## src/rtl/pll_pkg.sv

```systemverilog
// Shared types and helpers for the PLL lock detector.
//   state_t      : lock FSM states
//   fe_t         : window verdict encoding driven on Freq_Err
//   freq_verdict : classifies a measured period against ratio +/- tolerance
//   max_u        : unsigned max, used for counter sizing
package pll_pkg;

  typedef enum logic [1:0] {
    IDLE    = 2'd0,
    ARM     = 2'd1,
    MEASURE = 2'd2,
    LOCKED  = 2'd3
  } state_t;

  typedef enum logic [1:0] {
    FE_GOOD = 2'b00,
    FE_SLOW = 2'b01,
    FE_FAST = 2'b10
  } fe_t;

  // The lower bound is written as count + tol < mult so it cannot underflow when tol > mult.
  function automatic fe_t freq_verdict(input int unsigned count,
                                       input int unsigned mult,
                                       input int unsigned tol);
    fe_t v;
    if (count + tol < mult)      v = FE_SLOW;
    else if (count > mult + tol) v = FE_FAST;
    else                         v = FE_GOOD;
    return v;
  endfunction

  function automatic int unsigned max_u(input int unsigned a, input int unsigned b);
    return (a > b) ? a : b;
  endfunction

endpackage

```

## src/rtl/pll_lock_detector_if.sv

```systemverilog
// Signal bundle between the lock detector and its user.
//   Ref_Clk, Enable                                     : user -> detector
//   Locked, Meas_Valid, Meas_Count, Freq_Err, Ref_Lost : detector -> user
// master = user side (drives Ref_Clk/Enable), slave = detector side.
interface pll_lock_detector_if #(
  parameter int unsigned CNT_W = 8
);
  logic             Ref_Clk;
  logic             Enable;
  logic             Locked;
  logic             Meas_Valid;
  logic [CNT_W-1:0] Meas_Count;
  logic [1:0]       Freq_Err;
  logic             Ref_Lost;

  modport master (
    output Ref_Clk, Enable,
    input  Locked, Meas_Valid, Meas_Count, Freq_Err, Ref_Lost
  );

  modport slave (
    input  Ref_Clk, Enable,
    output Locked, Meas_Valid, Meas_Count, Freq_Err, Ref_Lost
  );
endinterface

```

## src/rtl/ref_edge_sync.sv

```systemverilog
// Brings the asynchronous reference clock into the CLK domain and turns each rising edge
// into a registered one-cycle tick, three CLK edges after the rise.
//   CLK    : fast clock
//   RST    : asynchronous active-high reset
//   i_ref  : raw reference clock, sampled as data
//   o_tick : one-cycle pulse per reference rising edge
module ref_edge_sync (
  input  logic CLK,
  input  logic RST,
  input  logic i_ref,
  output logic o_tick
);

  logic r_s1;
  logic r_s2;
  logic r_prev;
  logic r_tick;

  // Two-flop synchronizer, previous-value flop and registered rising-edge pulse.
  always_ff @(posedge CLK or posedge RST) begin
    if (RST) begin
      r_s1   <= 1'b0;
      r_s2   <= 1'b0;
      r_prev <= 1'b0;
      r_tick <= 1'b0;
    end else begin
      r_s1   <= i_ref;
      r_s2   <= r_s1;
      r_prev <= r_s2;
      r_tick <= r_s2 & ~r_prev;
    end
  end

  assign o_tick = r_tick;

endmodule

```

## src/rtl/pll_lock_detector.sv

```systemverilog
// PLL frequency lock detector. Counts CLK cycles per reference period, grades every
// window against MULT_RATIO +/- TOL and runs a lock/unlock FSM on consecutive verdicts.
//   CLK, RST : fast clock, asynchronous active-high reset
//   bus      : slave side of pll_lock_detector_if (Ref_Clk/Enable in; Locked,
//              Meas_Valid, Meas_Count, Freq_Err, Ref_Lost out, all registered)
module pll_lock_detector
  import pll_pkg::*;
#(
  parameter int unsigned MULT_RATIO   = 50,
  parameter int unsigned TOL          = 2,
  parameter int unsigned LOCK_COUNT   = 4,
  parameter int unsigned UNLOCK_COUNT = 2,
  parameter int unsigned CNT_W        = 8,
  parameter int unsigned TIMEOUT      = 2 * MULT_RATIO
) (
  input logic               CLK,
  input logic               RST,
  pll_lock_detector_if.slave bus
);

  localparam int unsigned GB_W = $clog2(max_u(LOCK_COUNT, UNLOCK_COUNT) + 1);

  logic             w_tick;
  state_t           r_state,  w_state;
  logic [CNT_W-1:0] r_cnt,    w_cnt;
  logic [GB_W-1:0]  r_good,   w_good;
  logic [GB_W-1:0]  r_bad,    w_bad;
  logic             r_locked, w_locked;
  logic             r_valid,  w_valid;
  logic [CNT_W-1:0] r_meas,   w_meas;
  fe_t              r_ferr,   w_ferr;
  logic             r_lost,   w_lost;
  logic             w_close;
  logic [CNT_W-1:0] w_win;
  fe_t              w_win_fe;

  ref_edge_sync u_sync (
    .CLK    (CLK),
    .RST    (RST),
    .i_ref  (bus.Ref_Clk),
    .o_tick (w_tick)
  );

  // State and output registers.
  always_ff @(posedge CLK or posedge RST) begin
    if (RST) begin
      r_state  <= IDLE;
      r_cnt    <= '0;
      r_good   <= '0;
      r_bad    <= '0;
      r_locked <= 1'b0;
      r_valid  <= 1'b0;
      r_meas   <= '0;
      r_ferr   <= FE_GOOD;
      r_lost   <= 1'b0;
    end else begin
      r_state  <= w_state;
      r_cnt    <= w_cnt;
      r_good   <= w_good;
      r_bad    <= w_bad;
      r_locked <= w_locked;
      r_valid  <= w_valid;
      r_meas   <= w_meas;
      r_ferr   <= w_ferr;
      r_lost   <= w_lost;
    end
  end

  // Next-state, window close and verdict logic.
  always_comb begin
    w_state  = r_state;
    w_cnt    = r_cnt;
    w_good   = r_good;
    w_bad    = r_bad;
    w_locked = r_locked;
    w_valid  = 1'b0;
    w_meas   = r_meas;
    w_ferr   = r_ferr;
    w_lost   = r_lost;
    w_close  = 1'b0;
    w_win    = r_meas;
    w_win_fe = FE_GOOD;

    // A tick outranks a timeout landing in the same cycle.
    if (w_tick) begin
      w_close  = 1'b1;
      w_win    = CNT_W'(r_cnt + CNT_W'(1));
      w_win_fe = freq_verdict(32'(w_win), MULT_RATIO, TOL);
    end else if (r_cnt == CNT_W'(TIMEOUT)) begin
      w_close  = 1'b1;
      w_win    = CNT_W'(TIMEOUT);
      w_win_fe = FE_SLOW;
    end

    if (!bus.Enable) begin
      // Meas_Count and Freq_Err keep their last values while disabled.
      w_state  = IDLE;
      w_cnt    = '0;
      w_good   = '0;
      w_bad    = '0;
      w_locked = 1'b0;
      w_lost   = 1'b0;
    end else begin
      case (r_state)
        IDLE: begin
          w_state = ARM;
          w_cnt   = '0;
        end
        ARM: begin
          // First tick only starts the period counter.
          w_cnt = '0;
          if (w_tick) begin
            w_state = MEASURE;
            w_lost  = 1'b0;
          end
        end
        MEASURE, LOCKED: begin
          // Closing at TIMEOUT keeps the counter from ever passing it.
          w_cnt = w_close ? '0 : CNT_W'(r_cnt + CNT_W'(1));
          if (w_close) begin
            w_valid = 1'b1;
            w_meas  = w_win;
            w_ferr  = w_win_fe;
            w_lost  = !w_tick;
            if (r_state == MEASURE) begin
              if (w_win_fe != FE_GOOD) begin
                w_good = '0;
              end else if (32'(r_good) + 32'd1 >= LOCK_COUNT) begin
                w_state  = LOCKED;
                w_locked = 1'b1;
                w_good   = '0;
                w_bad    = '0;
              end else begin
                w_good = GB_W'(32'(r_good) + 32'd1);
              end
            end else begin
              if (w_win_fe == FE_GOOD) begin
                w_bad = '0;
              end else if (32'(r_bad) + 32'd1 >= UNLOCK_COUNT) begin
                w_state  = MEASURE;
                w_locked = 1'b0;
                w_good   = '0;
                w_bad    = '0;
              end else begin
                w_bad = GB_W'(32'(r_bad) + 32'd1);
              end
            end
          end
        end
        default: w_state = IDLE;
      endcase
    end
  end

  assign bus.Locked     = r_locked;
  assign bus.Meas_Valid = r_valid;
  assign bus.Meas_Count = r_meas;
  assign bus.Freq_Err   = r_ferr;
  assign bus.Ref_Lost   = r_lost;

endmodule

```

## src/flat_wrapper.sv

```systemverilog
// flat-port wrapper written by rule: the top's interface ports become plain ports
module pll_lock_detector_flat import pll_pkg::*;
#(
  parameter int unsigned MULT_RATIO   = 50,
  parameter int unsigned TOL          = 2,
  parameter int unsigned LOCK_COUNT   = 4,
  parameter int unsigned UNLOCK_COUNT = 2,
  parameter int unsigned CNT_W        = 8,
  parameter int unsigned TIMEOUT      = 2 * MULT_RATIO
)
  (CLK, RST, bus_Ref_Clk, bus_Enable, bus_Locked, bus_Meas_Valid, bus_Meas_Count, bus_Freq_Err, bus_Ref_Lost);
  pll_lock_detector_if #(.CNT_W(CNT_W)) bus_i ();
  input logic CLK;
  input logic RST;
  input wire logic [$bits(bus_i.Ref_Clk)-1:0] bus_Ref_Clk;
  input wire logic [$bits(bus_i.Enable)-1:0] bus_Enable;
  output wire logic [$bits(bus_i.Locked)-1:0] bus_Locked;
  output wire logic [$bits(bus_i.Meas_Valid)-1:0] bus_Meas_Valid;
  output wire logic [$bits(bus_i.Meas_Count)-1:0] bus_Meas_Count;
  output wire logic [$bits(bus_i.Freq_Err)-1:0] bus_Freq_Err;
  output wire logic [$bits(bus_i.Ref_Lost)-1:0] bus_Ref_Lost;
  assign bus_i.Ref_Clk = bus_Ref_Clk;
  assign bus_i.Enable = bus_Enable;
  assign bus_Locked = bus_i.Locked;
  assign bus_Meas_Valid = bus_i.Meas_Valid;
  assign bus_Meas_Count = bus_i.Meas_Count;
  assign bus_Freq_Err = bus_i.Freq_Err;
  assign bus_Ref_Lost = bus_i.Ref_Lost;
  pll_lock_detector #(.MULT_RATIO(MULT_RATIO), .TOL(TOL), .LOCK_COUNT(LOCK_COUNT), .UNLOCK_COUNT(UNLOCK_COUNT), .CNT_W(CNT_W), .TIMEOUT(TIMEOUT)) u_core (.CLK(CLK), .RST(RST), .bus(bus_i));
endmodule
```

## config.mk

```make
export PLATFORM = sky130hd
export DESIGN_NAME = pll_lock_detector_flat
export DESIGN_NICKNAME = d
export VERILOG_FILES = /design/src/rtl/pll_pkg.sv /design/src/rtl/pll_lock_detector_if.sv /design/src/rtl/ref_edge_sync.sv /design/src/rtl/pll_lock_detector.sv /design/src/flat_wrapper.sv
export SDC_FILE = /design/constraint.sdc
export NUM_CORES = 1
export LEC_CHECK = 0
export ABC_AREA = 1
export BUFFER_PORTS_ARGS = -buffer_cell sky130_fd_sc_hd__buf_2
export CAP_MARGIN = 20
export CORE_ASPECT_RATIO = 2
export CORE_MARGIN = 3
export CORE_UTILIZATION = 45
export CTS_CLUSTER_SIZE = 14
export DETAILED_ROUTE_END_ITERATION = 8
export GPL_TIMING_DRIVEN = 1
export PLACE_DENSITY = 0.61
export SYNTH_ARGS = -nofsm -noshare
export SYNTH_HDL_FRONTEND = slang
export SYNTH_SLANG_ARGS = --single-unit
```

## constraint.sdc

```tcl
create_clock -name CLK -period 4.3 [get_ports CLK]
set_clock_uncertainty 0.1 [all_clocks]
set_input_delay 0.43 -clock CLK [delete_from_list [all_inputs] [get_ports CLK]]
set_output_delay 0.43 -clock CLK [all_outputs]
set_load 0.01 [all_outputs]
```

Yosys cells after proc, flatten, opt, wreduce, memory -nomap -nowiden
Index checks and enable logic that the tools add are counted.
{"block": "classes", "addsub": 4, "order_cmp": 4, "eq_ne": 17, "mux": 51, "bitwise": 2, "reduce_logical": 14}
{"cell": "2-to-1 mux 3 bit", "count": 16}
{"cell": "greater-or-equal comparator 32 x 2 -> 1 bit (second input constant)", "count": 1}
{"cell": "greater-or-equal comparator 32 x 3 -> 1 bit (second input constant)", "count": 1}
{"cell": "less-than comparator 32 x 6 -> 1 bit (second input constant)", "count": 1}
{"cell": "2-to-1 mux 8 bit", "count": 4}
{"cell": "2-to-1 mux 2 bit", "count": 11}
{"cell": "2-to-1 mux 1 bit", "count": 17}
{"cell": "one-hot mux 8 bit (2 select lines)", "count": 1}
{"cell": "AND reduction 4 bit", "count": 3}
{"cell": "AND reduction 6 bit", "count": 2}
{"cell": "adder 8 x 2 -> 9 bit (second input constant)", "count": 1}
{"cell": "inequality test 3 bit (second input constant)", "count": 3}
{"cell": "adder 3 x 1 -> 4 bit (second input constant)", "count": 2}
{"cell": "adder 8 x 1 -> 8 bit (second input constant)", "count": 1}
{"cell": "== test 8 x 7 -> 1 bit (second input constant)", "count": 1}
{"cell": "> comparator 8 x 6 -> 1 bit (second input constant)", "count": 1}
{"cell": "inequality test 4 bit (second input constant)", "count": 2}
{"cell": "inequality test 3 x 1 -> 1 bit (second input constant)", "count": 2}
{"cell": "inequality test 3 x 2 -> 1 bit (second input constant)", "count": 2}
{"cell": "one-hot mux 2 bit (3 select lines)", "count": 1}
{"cell": "AND reduction 3 bit", "count": 2}
{"cell": "== test 2 bit (second input constant)", "count": 2}
{"cell": "zero test 2 bit", "count": 2}
{"cell": "inequality test 2 x 1 -> 1 bit (second input constant)", "count": 2}
{"cell": "other kinds (9)", "count": 11}
{"block": "totals", "regBits": 33, "input_bits": 4, "out_inout_bits": 13, "word_cells": 105}

Depth between registers and ports, before layout
Gate-level depths: netlist (run 1).
{"block": "depth", "depth_word": 11, "depth_mapped": 20, "ltp_nobuf": 20}

Cells and area by module
From an unflattened synthesis (run 1), not the netlist that was laid out.
{"block": "hier_totals", "cells_unflattened": 199, "area_unflattened_um2": 1672.9}
{"module": "pll_lock_detector", "instances": 1, "cells_per_inst": 192, "area_each_um2": 1559.0, "seq_area_each_um2": 725.7}
{"module": "ref_edge_sync", "instances": 1, "cells_per_inst": 7, "area_each_um2": 113.9, "seq_area_each_um2": 100.1}

Least setup slack after synthesis (run 1)
Ideal clock, no wire load.
{"block": "synth_path", "path_kind": "flip-flop to flip-flop", "from": "register u_core.r_cnt[0]", "to": "register u_core.r_locked (netlist: u_core.bus.Locked)", "setup_time_ns": 0.121, "arrival_ns": 2.150, "required_ns": 4.079, "path_slack_ns": 1.929, "path_stages_with_launch": 18, "path_buffers": 0, "period_less_slack_ns": 2.371, "cell_sequence": "dfrtp_1 ha_1 inv_1 nand2_1 nand2_2 inv_1 ha_1 or2_2 nor2_1 nor2_1 nand2_1 nand3_2 nand3_4 nand2_4 nand2_4 nand2_1 o21bai_1 nand2_1"}
{"block": "synth_between", "elab_chain_len": 8, "elab_cells_between_ends": 17, "classes_between": "add/sub: 2; order compare: 2; eq/ne: 4; mux: 6; reduce/logical: 3"}
{"item": "from (decl)", "line": "pll_lock_detector.sv:25", "text": "logic [CNT_W-1:0] r_cnt, w_cnt;"}
{"item": "from (signal assigned)", "line": "pll_lock_detector.sv:58", "text": "r_cnt <= w_cnt;"}
{"item": "adder 8 x 1 -> 8 bit", "line": "pll_lock_detector.sv:87", "text": "w_win = CNT_W'(r_cnt + CNT_W'(1));"}
{"item": "adder 8 x 2 -> 9 bit / > comparator 8 x 6 -> 1 bit (equally long branches)", "line": "pll_pkg.sv:26, pll_pkg.sv:27"}
{"item": "less-than comparator 32 x 6 -> 1 bit / 2-to-1 mux 2 bit (equally long branches)", "line": "pll_pkg.sv:26, pll_pkg.sv:27"}
{"item": "2-to-1 mux 2 bit", "line": "pll_pkg.sv:26", "text": "if (count + tol < mult) v = FE_SLOW;"}
{"item": "2-to-1 mux 2 bit", "line": "pll_lock_detector.sv:85", "text": "if (w_tick) begin"}
{"item": "zero test 2 bit / nonzero test 2 bit (equally long branches)", "line": "pll_lock_detector.sv:137, pll_lock_detector.sv:126"}
{"item": "inequality test 3 x 2 -> 1 bit (no source line) / inequality test 3 bit (equally long branches)"}
{"item": "AND reduction 6 bit (no source line) (*)"}
{"item": "to (signal assigned)", "line": "pll_lock_detector.sv:61", "text": "r_locked <= w_locked;"}
{"item": "to (decl)", "line": "pll_lock_detector.sv:28", "text": "logic r_locked, w_locked;"}
Mark *: on every way between the ends. The rest lies on a longest branch, timed or not.
A chain may end at the register's enable or synchronous reset.

Worst setup path in the final report (run 1)
{"block": "layout_path", "from": "register u_core.r_cnt[0]", "to": "register u_core.r_good[1]"}
{"block": "layout_between", "elab_chain_len": 11, "elab_cells_between_ends": 21, "classes_between": "add/sub: 2; order compare: 2; eq/ne: 3; mux: 11; reduce/logical: 3"}
{"item": "adder 8 x 1 -> 8 bit", "line": "pll_lock_detector.sv:87"}
{"item": "adder 8 x 2 -> 9 bit / > comparator 8 x 6 -> 1 bit (equally long branches)", "line": "pll_pkg.sv:26, pll_pkg.sv:27"}
{"item": "less-than comparator 32 x 6 -> 1 bit / 2-to-1 mux 2 bit (equally long branches)", "line": "pll_pkg.sv:26, pll_pkg.sv:27"}
{"item": "2-to-1 mux 2 bit", "line": "pll_pkg.sv:26"}
{"item": "2-to-1 mux 2 bit", "line": "pll_lock_detector.sv:85"}
{"item": "nonzero test 2 bit", "line": "pll_lock_detector.sv:126", "text": "if (w_win_fe != FE_GOOD) begin"}
{"item": "2-to-1 mux 3 bit", "line": "pll_lock_detector.sv:126"}
{"item": "2-to-1 mux 3 bit", "line": "pll_lock_detector.sv:125", "text": "if (r_state == MEASURE) begin"}
{"item": "2-to-1 mux 3 bit", "line": "pll_lock_detector.sv:120", "text": "if (w_close) begin"}
{"item": "2-to-1 mux 3 bit", "line": "pll_lock_detector.sv:104", "text": "case (r_state)"}
{"item": "2-to-1 mux 3 bit", "line": "pll_lock_detector.sv:95", "text": "if (!bus.Enable) begin"}
{"item": "to (signal assigned)", "line": "pll_lock_detector.sv:59", "text": "r_good <= w_good;"}
{"item": "to (decl)", "line": "pll_lock_detector.sv:26", "text": "logic [GB_W-1:0] r_good, w_good;"}
Several ways; a longest one is shown, not always the timed one. The select of a mux whose other input is x is not followed.

==> results.yml, run 1 <==
outcome:
  outcome: "finished clean"
place:
  buffer_ports.inserted: 16
  placedCellCount: 309
  dpl.hpwl_um: 3213
  place_congestion: 0.8695
  pre_cts_ws_ns: 1.747
  placedInstanceArea_sq_um: 1983
cells_and_area:
  final_layout_size_suffix_gt1_frac: 0.1842
  count_of_inserted_antenna_diode_cells: 0
  stdcell_count: 317
  final_design_area_no_fill_sq_um: 2085
  layout.nets: 275
  syn2layout_area_growth_pct: 13.57
floorplan:
  die_area_sq_um: 4928
  pin_count: 17
  die-width_um: 51.16
  fp.dieH_um: 96.32
  core_sq_um: 3884
  starting_density: 0.4726
  num_rows: 32
run:
  cap_violations: 0
worst_setup_path:
  critical_path_cell_count: 16
  path_max_fanout: 6
  setup.reg_to_reg.worst_slack_ns: 1.76
  criticalPathCategory: "register to register"
  worst_setup_path_start_kind: "register"
  slowest_delay_ns: 0.44
  r2r.worst_path.cells: 16
  critical_path_slowest_stage_cell: "sky130_fd_sc_hd__dfrtp_1"
  timing.critical_path.mode_cell: "sky130_fd_sc_hd__nand2_1"
  crit_buf_inv: 1
  critical-path-top-delay-family: "simple AND/OR/NAND/NOR gates"
  path_cells: "ha_1 -> nand2_1 -> nand2_2 -> inv_1 -> ha_1 -> or2_2 -> nor2_1 -> nor2_1 -> nand2_1 -> nand3_2 -> nand3_4 -> nand2_4 -> nand2_4 -> nand3_2 -> nand2_1 -> o21ai_1"
  startpoint_of_the_most_critical_register_to_register_path: "u_core.r_cnt[0]"
  worst_r2r_endpoint: "u_core.r_good[1]"
  critical_path_required_ns: 4.37
  end_kind: "register"
  crit_arrival_ns: 2.61
sta:
  period_needed_ns: 2.541
  setup_repair_after_global_routing_missed_its_margin: "false"
  final_min_period_over_clock_period: 0.5909
  final.setup.tns_ns: 0
  worst_pin_slew_ns: 0.4162
  highest_clock_rate_mhz: 393.5
  timing.final.max_slew_violations: 0
  finalSetupViolCount: 0
  timing_hold_violations_final: 0
  slew-limit-headroom: 0.7200
  setup_ws_ns: 1.759
detailed_routing:
  detailedRoute.firstIterationViolations: 20
  wire_per_inst_um: 12.57
  routed_wire_length_um: 3984
  drt_pre_antenna_iters: 4
  drt_drc_violations_left: 0
  viasPerCell: 4.877
  route.vias.total: 1546
  final_antenna_net_count: 0
power_and_ir_drop:
  power-per-cell-area_nw_per_um2: 403.3
  power.leakage_nw: 1.074
  swShare: 0.3186
  share_seq_of_total_power: 0.469
  pnr_total_power_uw: 840.7
  internal_power_uw: 572.9
  total_switching_power_uw: 267.8
  p_clk_frac: 0.300
  peakVddDrop_mv: 0.2926
  share_comb_of_total_power: 0.231
clock_network:
  cts_buf_count: 5
  cts_htree_levels: 2
  max-clock-path-buffers: 2
  post_cts_repair_resize_count: 0
  clock_sink_count: 33
  holdBufCountCts: 0
  clock_tree_root_driver_cell: "sky130_fd_sc_hd__clkbuf_8"
  cts.clk_slew.worst_paths_ns: 0.07
  worstSkewPairLatency_ns: 0.28
  tritoncts: "built"
  post_cts_buffers: 0
yosys:
  syn_area_per_cell_sq_um: 7.585
  synthArstFlopShare: 1.000
  synthCells: 242
  synthDominantAreaCellType: "sky130_fd_sc_hd__dfrtp_1"
  synth.ff_latch_count: 33
  synth.net_count: 252
  synth_edf_count: 0
  synth_largest_type_area_fraction: 0.4499
  postSynth.topFlopCell: "sky130_fd_sc_hd__dfrtp_1"
  yosys-top-cells-area: "sky130_fd_sc_hd__dfrtp_1, sky130_fd_sc_hd__nand2_1, sky130_fd_sc_hd__inv_1"
  syn-cell-area_sq_um: 1836
  ys.warnings.count: 0
  synthDistinctLibCells: 24
  synth-seq-area-share: 0.4499
  yosysMostFrequentCell: "sky130_fd_sc_hd__nand2_1"
  synthTopCellsByCount: "sky130_fd_sc_hd__nand2_1, sky130_fd_sc_hd__inv_1, sky130_fd_sc_hd__dfrtp_1"
global_routing:
  grt_pass1_wl_um: 6920
  number_of_antenna_violations_at_the_first_check_in_global_routing: 0
  grt_remaining_overflow: 0
  via_count_of_the_first_global_routing_pass: 1575
  grt_start_max_net_pins: 34
  grt_use_total: 0.1906
min_path:
  min_delay_path_class: "input pin to asynchronous set/reset pin"
-- cell usage in the layout (no fill, tap or decap), types with 2 or more instances in the layout --
cell type,synthesis,routed
sky130_fd_sc_hd__a21oi_1,10,10
sky130_fd_sc_hd__buf_2,0,16
sky130_fd_sc_hd__clkbuf_8,0,7
sky130_fd_sc_hd__clkinv_1,2,2
sky130_fd_sc_hd__dfrtp_1,33,33
sky130_fd_sc_hd__ha_1,6,6
sky130_fd_sc_hd__inv_1,34,34
sky130_fd_sc_hd__inv_2,4,4
sky130_fd_sc_hd__nand2_1,58,58
sky130_fd_sc_hd__nand2_2,8,8
sky130_fd_sc_hd__nand2_4,2,2
sky130_fd_sc_hd__nand3_1,19,19
sky130_fd_sc_hd__nand3_2,5,5
sky130_fd_sc_hd__nand4_1,4,4
sky130_fd_sc_hd__nor2_1,32,32
sky130_fd_sc_hd__nor2_2,2,2
sky130_fd_sc_hd__nor3_1,2,2
sky130_fd_sc_hd__nor4_1,2,2
sky130_fd_sc_hd__o21ai_0,10,10
sky130_fd_sc_hd__o21ai_1,3,3
-- state kept, by name, summed over array words and instances, names as in the netlist --
register and cells:
u_core.bus.Meas_Count 8, u_core.r_cnt 8, u_core.r_bad 3, u_core.r_good 3, u_core.bus.Freq_Err 2, u_core.r_state 2
u_core.bus.Locked 1, u_core.bus.Meas_Valid 1, u_core.bus.Ref_Lost 1, u_core.u_sync.o_tick 1, u_core.u_sync.r_prev 1, u_core.u_sync.r_s1 1
u_core.u_sync.r_s2 1
-- layout make-up --
type	count	area (sq um)
Clock buffer	7	96.34
Multi-Input combinational cell	168	855.8
Inverter	40	150.1
Sequential cell	33	825.8
Fill cell	397	1799
Clock inverter	1	5.005
Tap cell	51	63.81
Timing Repair Buffer	17	87.58
-- kinds of logic after synthesis --
logic type | after synthesis | synth area share
adder cells (fa/ha/maj) | 6 | 0.04090
AO/OA/AOI/OAI | 24 | 0.06680
flip-flops | 33 | 0.4499
buffers and inverters | 41 | 0.08384
AND/OR/NAND/NOR | 138 | 0.3586
-- worst max path at each step --
stage | start | endpoint | slack, ns
3_5_place_dp | u_core.r_cnt[0] | u_core.r_good[1] | 1.75
6_report | u_core.r_cnt[0] | u_core.r_good[1] | 1.76
2_1_floorplan | u_core.r_cnt[0] | u_core.bus.Locked | 1.93
5_1_grt | u_core.r_cnt[0] | u_core.r_state[1] | 1.44
3_3_place_gp | u_core.r_cnt[0] | u_core.r_good[1] | 1.79
4_1_cts | u_core.r_cnt[0] | u_core.r_good[1] | 1.74
-- worst min-delay path, cell delays in order --
cell and delay [ns]:
sky130_fd_sc_hd__buf_2 0.09, sky130_fd_sc_hd__inv_1 0.04, sky130_fd_sc_hd__buf_4 0.37
-- per-layer routing --
metal	wire length [um]	GRT usage
met1	1417	0.1744
met2	2361	0.3804
met3	74	0.02946
met4	129	0.1011
met5	0	0
-- per-stage QoR --
| step | hold WS, ns | utilization |
|---|---|---|
| 6_report | 0.1263 | 0.5367 |
| 2_1_floorplan | 0.2312 | - |
| 3_3_place_gp | 0.2371 | 0.5106 |
| 5_1_grt | 0.1474 | 0.5367 |
| 4_1_cts | 0.1319 | 0.5367 |
| 3_5_place_dp | 0.2387 | 0.5106 |
-- power groups by stage --
| stage | sequential, mW | combinational (mW) | clock (mW) |
|---|---|---|---|
| after floorplan | 0.403 | 0.123 | 0 |
| after global placement | 0.400 | 0.200 | 0 |
| after detailed placement | 0.400 | 0.200 | 0 |
| after CTS | 0.395 | 0.200 | 0.263 |
| after global routing | 0.401 | 0.223 | 0.274 |
| final | 0.394 | 0.195 | 0.252 |
Note: power is estimated with default switching activity, not from simulation.
==> inputs of run 2 (changes only) <==
ABC_AREA = 0   (was 1)
clock period = 2.65 ns   (was 4.3 ns; I/O delays follow)
==> results.yml, run 2 <==
yosys:
  synth.ff_latch_count: 33
  syn-cell-area_sq_um: 2049
  synth-seq-area-share: 0.4029
  synth_edf_count: 0
  synthCells: 222
  synthArstFlopShare: 1.000
  synth.net_count: 232
  synthTopCellsByCount: "sky130_fd_sc_hd__dfrtp_1, sky130_fd_sc_hd__nand2_1, sky130_fd_sc_hd__nor2_1"
  synthDominantAreaCellType: "sky130_fd_sc_hd__dfrtp_1"
  yosysMostFrequentCell: "sky130_fd_sc_hd__dfrtp_1"
  synthDistinctLibCells: 56
  postSynth.topFlopCell: "sky130_fd_sc_hd__dfrtp_1"
  ys.warnings.count: 0
  syn_area_per_cell_sq_um: 9.232
  yosys-top-cells-area: "sky130_fd_sc_hd__dfrtp_1, sky130_fd_sc_hd__nand2_1, sky130_fd_sc_hd__ha_1"
  synth_largest_type_area_fraction: 0.4029
floorplan:
  pin_count: 17
  fp.dieH_um: 101.4
  die_area_sq_um: 5449
  num_rows: 34
  die-width_um: 53.72
  core_sq_um: 4382
  starting_density: 0.4677
worst_setup_path:
  crit_buf_inv: 2
  critical_path_required_ns: 2.69
  timing.critical_path.mode_cell: "sky130_fd_sc_hd__a211oi_2"
  path_max_fanout: 5
  criticalPathCategory: "register to register"
  crit_arrival_ns: 2.72
  r2r.worst_path.cells: 13
  slowest_delay_ns: 0.37
  critical_path_cell_count: 13
  worst_setup_path_start_kind: "register"
  critical_path_slowest_stage_cell: "sky130_fd_sc_hd__dfrtp_1"
  path_cells: "ha_2 -> or2b_4 -> nand2_4 -> ha_4 -> inv_4 -> mux2i_1 -> a311oi_1 -> o22ai_2 -> a211oi_4 -> buf_6 -> o21bai_4 -> a211oi_2 -> a211oi_2"
  critical-path-top-delay-family: "compound AO/OA/AOI/OAI gates"
  end_kind: "register"
sta:
  final_min_period_over_clock_period: 1.009
  worst_pin_slew_ns: 0.5697
  setup_ws_ns: -0.02398
  final.setup.tns_ns: -0.02437
  period_needed_ns: 2.674
  fin_hold_ws_ns: 0.2360
  highest_clock_rate_mhz: 374.0
  slew-limit-headroom: 0.6184
  finalSetupViolCount: 2
  timing_hold_violations_final: 0
  setup_repair_after_global_routing_missed_its_margin: "true"
  timing.final.max_slew_violations: 0
clock_network:
  clock_sink_count: 33
  tritoncts: "built"
  cts.clk_slew.worst_paths_ns: 0.06
  cts_htree_levels: 2
  cts_buf_count: 5
  worstSkewPairLatency_ns: 0.28
  max-clock-path-buffers: 2
  clock_tree_root_driver_cell: "sky130_fd_sc_hd__clkbuf_8"
cells_and_area:
  count_of_inserted_antenna_diode_cells: 0
  final_design_area_no_fill_sq_um: 2425
  finalCoreUtilization: 0.5534
  mostFrequentLayoutCells: "sky130_fd_sc_hd__dfrtp_1, sky130_fd_sc_hd__buf_4, sky130_fd_sc_hd__nand2_1, sky130_fd_sc_hd__nor2_1, sky130_fd_sc_hd__buf_2"
  syn2layout_area_growth_pct: 18.32
  layout.nets: 267
  commonest_non_fill_non_tap_cell_in_the_layout: "sky130_fd_sc_hd__dfrtp_1"
  final_layout_size_suffix_gt1_frac: 0.2656
  n_fill_cell: 418
power_and_ir_drop:
  peakVddDrop_mv: 0.4383
  power-per-cell-area_nw_per_um2: 422.0
  power.leakage_nw: 1.109
  pnr_total_power_mw: 1.023
place:
  placedInstanceArea_sq_um: 2281
  buffer_ports.inserted: 16
  place_congestion: 0.9290
  dpl.hpwl_um: 3911
global_routing:
  grt_pass1_wl_um: 8528
  via_count_of_the_first_global_routing_pass: 1867
  number_of_antenna_violations_at_the_first_check_in_global_routing: 0
  grt_start_max_net_pins: 34
  grt_use_total: 0.2160
  grt_remaining_overflow: 0
detailed_routing:
  route.vias.total: 1766
  drt_drc_violations_left: 0
  drt_pre_antenna_iters: 4
  viasPerCell: 5.697
  wire_per_inst_um: 16.41
  final_antenna_net_count: 0
  routed_wire_length_um: 5088
  detailedRoute.firstIterationViolations: 43
outcome:
  failing_checks: "negative setup slack"
  outcome: "finished, violations left"
run:
  cap_violations: 0
min_path:
  worstHoldPathCells: 3
  min_delay_path_class: "input pin to register"
[run 2: path summary, 6_finish.rpt]
kind / startpoint / slack (ns) / endpoint
worst max register to register: u_core.r_cnt[0] / -0.02 / u_core.r_state[0]
max in group asynchronous: RST / 1.63 / u_core.bus.Meas_Count[6]
worst min register to register: u_core.u_sync.r_s1 / 0.26 / u_core.u_sync.r_s2
min in group asynchronous: RST / 0.52 / u_core.r_cnt[3]
worst min-delay path: bus_Enable / 0.24 / u_core.bus.Locked
worst max-delay path: u_core.r_cnt[0] / -0.02 / u_core.r_state[0]
[run 2: logic make-up (layout without fill, tap and decap cells)]
kind of cell | after synthesis | in the layout | synth area share
DFF | 33 | 33 | 0.4029
AOI/OAI and AO/OA | 63 | 63 | 0.2326
and+or+nand+nor | 88 | 88 | 0.2375
adders and majority gates | 6 | 6 | 0.03663
xor gates and xnor gates | 3 | 3 | 0.01282
muxes | 3 | 3 | 0.01465
buffers and inverters | 26 | 60 | 0.06288
[run 2: area by class of cell]
cell class,count,area (sq um),area share
sequential,33,825.8,0.3406
clock inverter,1,5.005,0.002064
timing repair buffer,42,284.0,0.1171
clock buffer,5,68.82,0.02838
multi-input combinational,163,1126,0.4644
inverter,12,47.55,0.01961
tap,54,67.56,0.02786
[run 2: worst min-delay path, cell delays in order]
cell                      delay, ns
sky130_fd_sc_hd__buf_2         0.17
sky130_fd_sc_hd__nand2_1       0.08
sky130_fd_sc_hd__o21ai_1       0.05
[run 2: through the flow]
step	cells	setup WS (ns)
2_1_floorplan	222	-0.002101
3_3_place_gp	297	0.05399
3_5_place_dp	297	-0.02226
4_1_cts	306	0.008218
5_1_grt	310	-0.1861
6_report	310	-0.02398
[run 2: repair_timing]
action,CTS,global route
pin swaps,1,9
setup endpoints to repair,6,8
hold buffers,2,0
resized for setup,1,2
setup buffers,1,4
endpoints found under the hold margin,34,0
[run 2: per-layer routing]
metal	routed length (um)	share of wire	GRT usage
met5	0	0	0
met4	280	0.055	0.1437
met3	71	0.014	0.03240
met2	2893	0.57	0.3916
met1	1844	0.36	0.2106
[run 2: power breakdown]
part	switching [mW]	leakage [nW]	internal [mW]
Sequential	0.0267	0.440	0.537
Combinational	0.0693	0.629	0.0555
Clock	0.163	0.0399	0.172
Total	0.259	1.11	0.764
==> inputs of run 3 (changes only) <==
ABC_AREA = 1   (was 0)
==> results.yml, run 3 (synthesis results as in run 1) <==
run:
  cap_violations: 0
sta:
  timing.final.max_slew_violations: 0
  slew-limit-headroom: 0.7175
  final_min_period_over_clock_period: 0.9414
  final.setup.tns_ns: 0
  timing_hold_violations_final: 0
  fin_hold_ws_ns: 0.2300
  setup_ws_ns: 0.1554
  highest_clock_rate_mhz: 400.9
  period_needed_ns: 2.495
  worst_pin_slew_ns: 0.4237
  finalSetupViolCount: 0
global_routing:
  grt_pass1_wl_um: 7038
  grt_remaining_overflow: 0
  number_of_antenna_violations_at_the_first_check_in_global_routing: 0
  via_count_of_the_first_global_routing_pass: 1545
  grt_start_max_net_pins: 34
  grt_use_total: 0.1968
detailed_routing:
  drt_drc_violations_left: 0
  final_antenna_net_count: 0
  detailedRoute.firstIterationViolations: 31
  wire_per_inst_um: 13.30
  drt_pre_antenna_iters: 4
  route.vias.total: 1631
  viasPerCell: 4.973
  routed_wire_length_um: 4364
worst_setup_path:
  end_kind: "register"
  criticalPathCategory: "register to register"
  worst_setup_path_start_kind: "register"
  crit_arrival_ns: 2.56
  critical_path_required_ns: 2.72
  path_max_fanout: 5
power_and_ir_drop:
  pnr_total_power_mw: 1.383
  power-per-cell-area_nw_per_um2: 626.9
  power.leakage_nw: 1.122
  peakVddDrop_mv: 0.4188
place:
  buffer_ports.inserted: 16
  placedInstanceArea_sq_um: 1998
  dpl.hpwl_um: 3281
  pre_cts_ws_ns: 0.09797
  placedCellCount: 311
  place_congestion: 0.8804
clock_network:
  worstSkewPairLatency_ns: 0.28
  tritoncts: "built"
  clock_sink_count: 33
  cts_htree_levels: 2
  cts.clk_slew.worst_paths_ns: 0.07
  max-clock-path-buffers: 2
  cts_buf_count: 5
  clock_tree_root_driver_cell: "sky130_fd_sc_hd__clkbuf_8"
cells_and_area:
  stdcell_count: 328
  n_fill_cell: 393
  final_design_area_no_fill_sq_um: 2206
  layout.nets: 286
  mostFrequentLayoutCells: "sky130_fd_sc_hd__nand2_1, sky130_fd_sc_hd__inv_1, sky130_fd_sc_hd__dfrtp_1, sky130_fd_sc_hd__nor2_1, sky130_fd_sc_hd__nand3_1"
  syn2layout_area_growth_pct: 20.18
  finalCoreUtilization: 0.5680
  count_of_inserted_antenna_diode_cells: 0
  commonest_non_fill_non_tap_cell_in_the_layout: "sky130_fd_sc_hd__nand2_1"
  final_layout_size_suffix_gt1_frac: 0.2347
min_path:
  min_delay_path_class: "input pin to register"
floorplan:
  pin_count: 17
  core_sq_um: 3884
  num_rows: 32
  die_area_sq_um: 4928
  die-width_um: 51.16
  fp.dieH_um: 96.32
  starting_density: 0.4726
outcome:
  outcome: "finished clean"
run 3: cell types whose count changed in the layout (fill, tap and decap cells not counted), moves of 6 or more:
cell,previous run,this run
sky130_fd_sc_hd__a31oi_1,6,0
sky130_fd_sc_hd__nand2_2,0,9
sky130_fd_sc_hd__nand3_1,6,18
sky130_fd_sc_hd__buf_4,23,10
sky130_fd_sc_hd__nor2_1,16,30
sky130_fd_sc_hd__inv_1,9,34
sky130_fd_sc_hd__nand2_1,21,57
sky130_fd_sc_hd__nand2b_1,6,0
run 3: repair_timing:
| item | in CTS | in global routing |
|---|---|---|
| gates resized for setup | 0 | 9 |
| hold buffers | 2 | 0 |
| endpoints found under the hold margin | 34 | 0 |
| setup endpoints to repair | 0 | 9 |
| setup buffers | 0 | 7 |
run 3: metal layers:
| metal | vias to the layer above | part of all wire | track usage |
|---|---|---|---|
| met2 | 24 | 0.59 | 0.3825 |
| met5 | - | 0 | 0 |
| met3 | 12 | 0.018 | 0.02481 |
| met4 | 0 | 0.033 | 0.1124 |
| met1 | 767 | 0.36 | 0.1895 |
| li1 | 828 | - | - |
run 3: critical path: stages (launching register included):
cell                       delay [ns]
sky130_fd_sc_hd__dfrtp_1         0.45
sky130_fd_sc_hd__ha_4            0.21
sky130_fd_sc_hd__inv_1           0.05
sky130_fd_sc_hd__nand2_1         0.06
sky130_fd_sc_hd__nand2_2         0.10
sky130_fd_sc_hd__inv_1           0.05
sky130_fd_sc_hd__ha_2            0.25
sky130_fd_sc_hd__or2_2           0.30
sky130_fd_sc_hd__nor2_2          0.08
sky130_fd_sc_hd__nor2_1          0.04
sky130_fd_sc_hd__nand2_1         0.06
sky130_fd_sc_hd__nand3_2         0.09
sky130_fd_sc_hd__nand3_4         0.12
sky130_fd_sc_hd__nand2_4         0.08
sky130_fd_sc_hd__nand2_4         0.07
sky130_fd_sc_hd__nand2_1         0.06
sky130_fd_sc_hd__o21bai_1        0.14
sky130_fd_sc_hd__nand2_1         0.06
run 3: final timing paths:
path                                    start                  end  slack [ns]  cells past startpoint
max                           u_core.r_cnt[1]    u_core.bus.Locked        0.16                     17
min                                bus_Enable  u_core.bus.Ref_Lost        0.23                      3
max reg2reg                   u_core.r_cnt[1]    u_core.bus.Locked        0.16                     17
min reg2reg                u_core.u_sync.r_s1   u_core.u_sync.r_s2        0.25                      0
max in group asynchronous                 RST      u_core.r_cnt[0]        1.62                      4
min in group asynchronous                 RST      u_core.r_cnt[1]        0.51                      4
run 3: cell type report:
cell class | count | area [sq um] | area share
Sequential cell | 33 | 827.0 | 0.3749
Clock buffer | 7 | 96.34 | 0.04368
Tap cell | 51 | 63.81 | 0.02893
Timing Repair Buffer | 28 | 175.2 | 0.07941
Inverter | 40 | 150.1 | 0.06807
Multi-Input combinational cell | 168 | 888.4 | 0.4027
Clock inverter | 1 | 5.005 | 0.002269
run 3: power breakdown:
part | switching [mW] | leakage (nW) | internal (mW)
combinational | 0.203 | 0.633 | 0.127
sequential | 0.0639 | 0.435 | 0.577
clock | 0.177 | 0.0542 | 0.235
total | 0.444 | 1.12 | 0.939
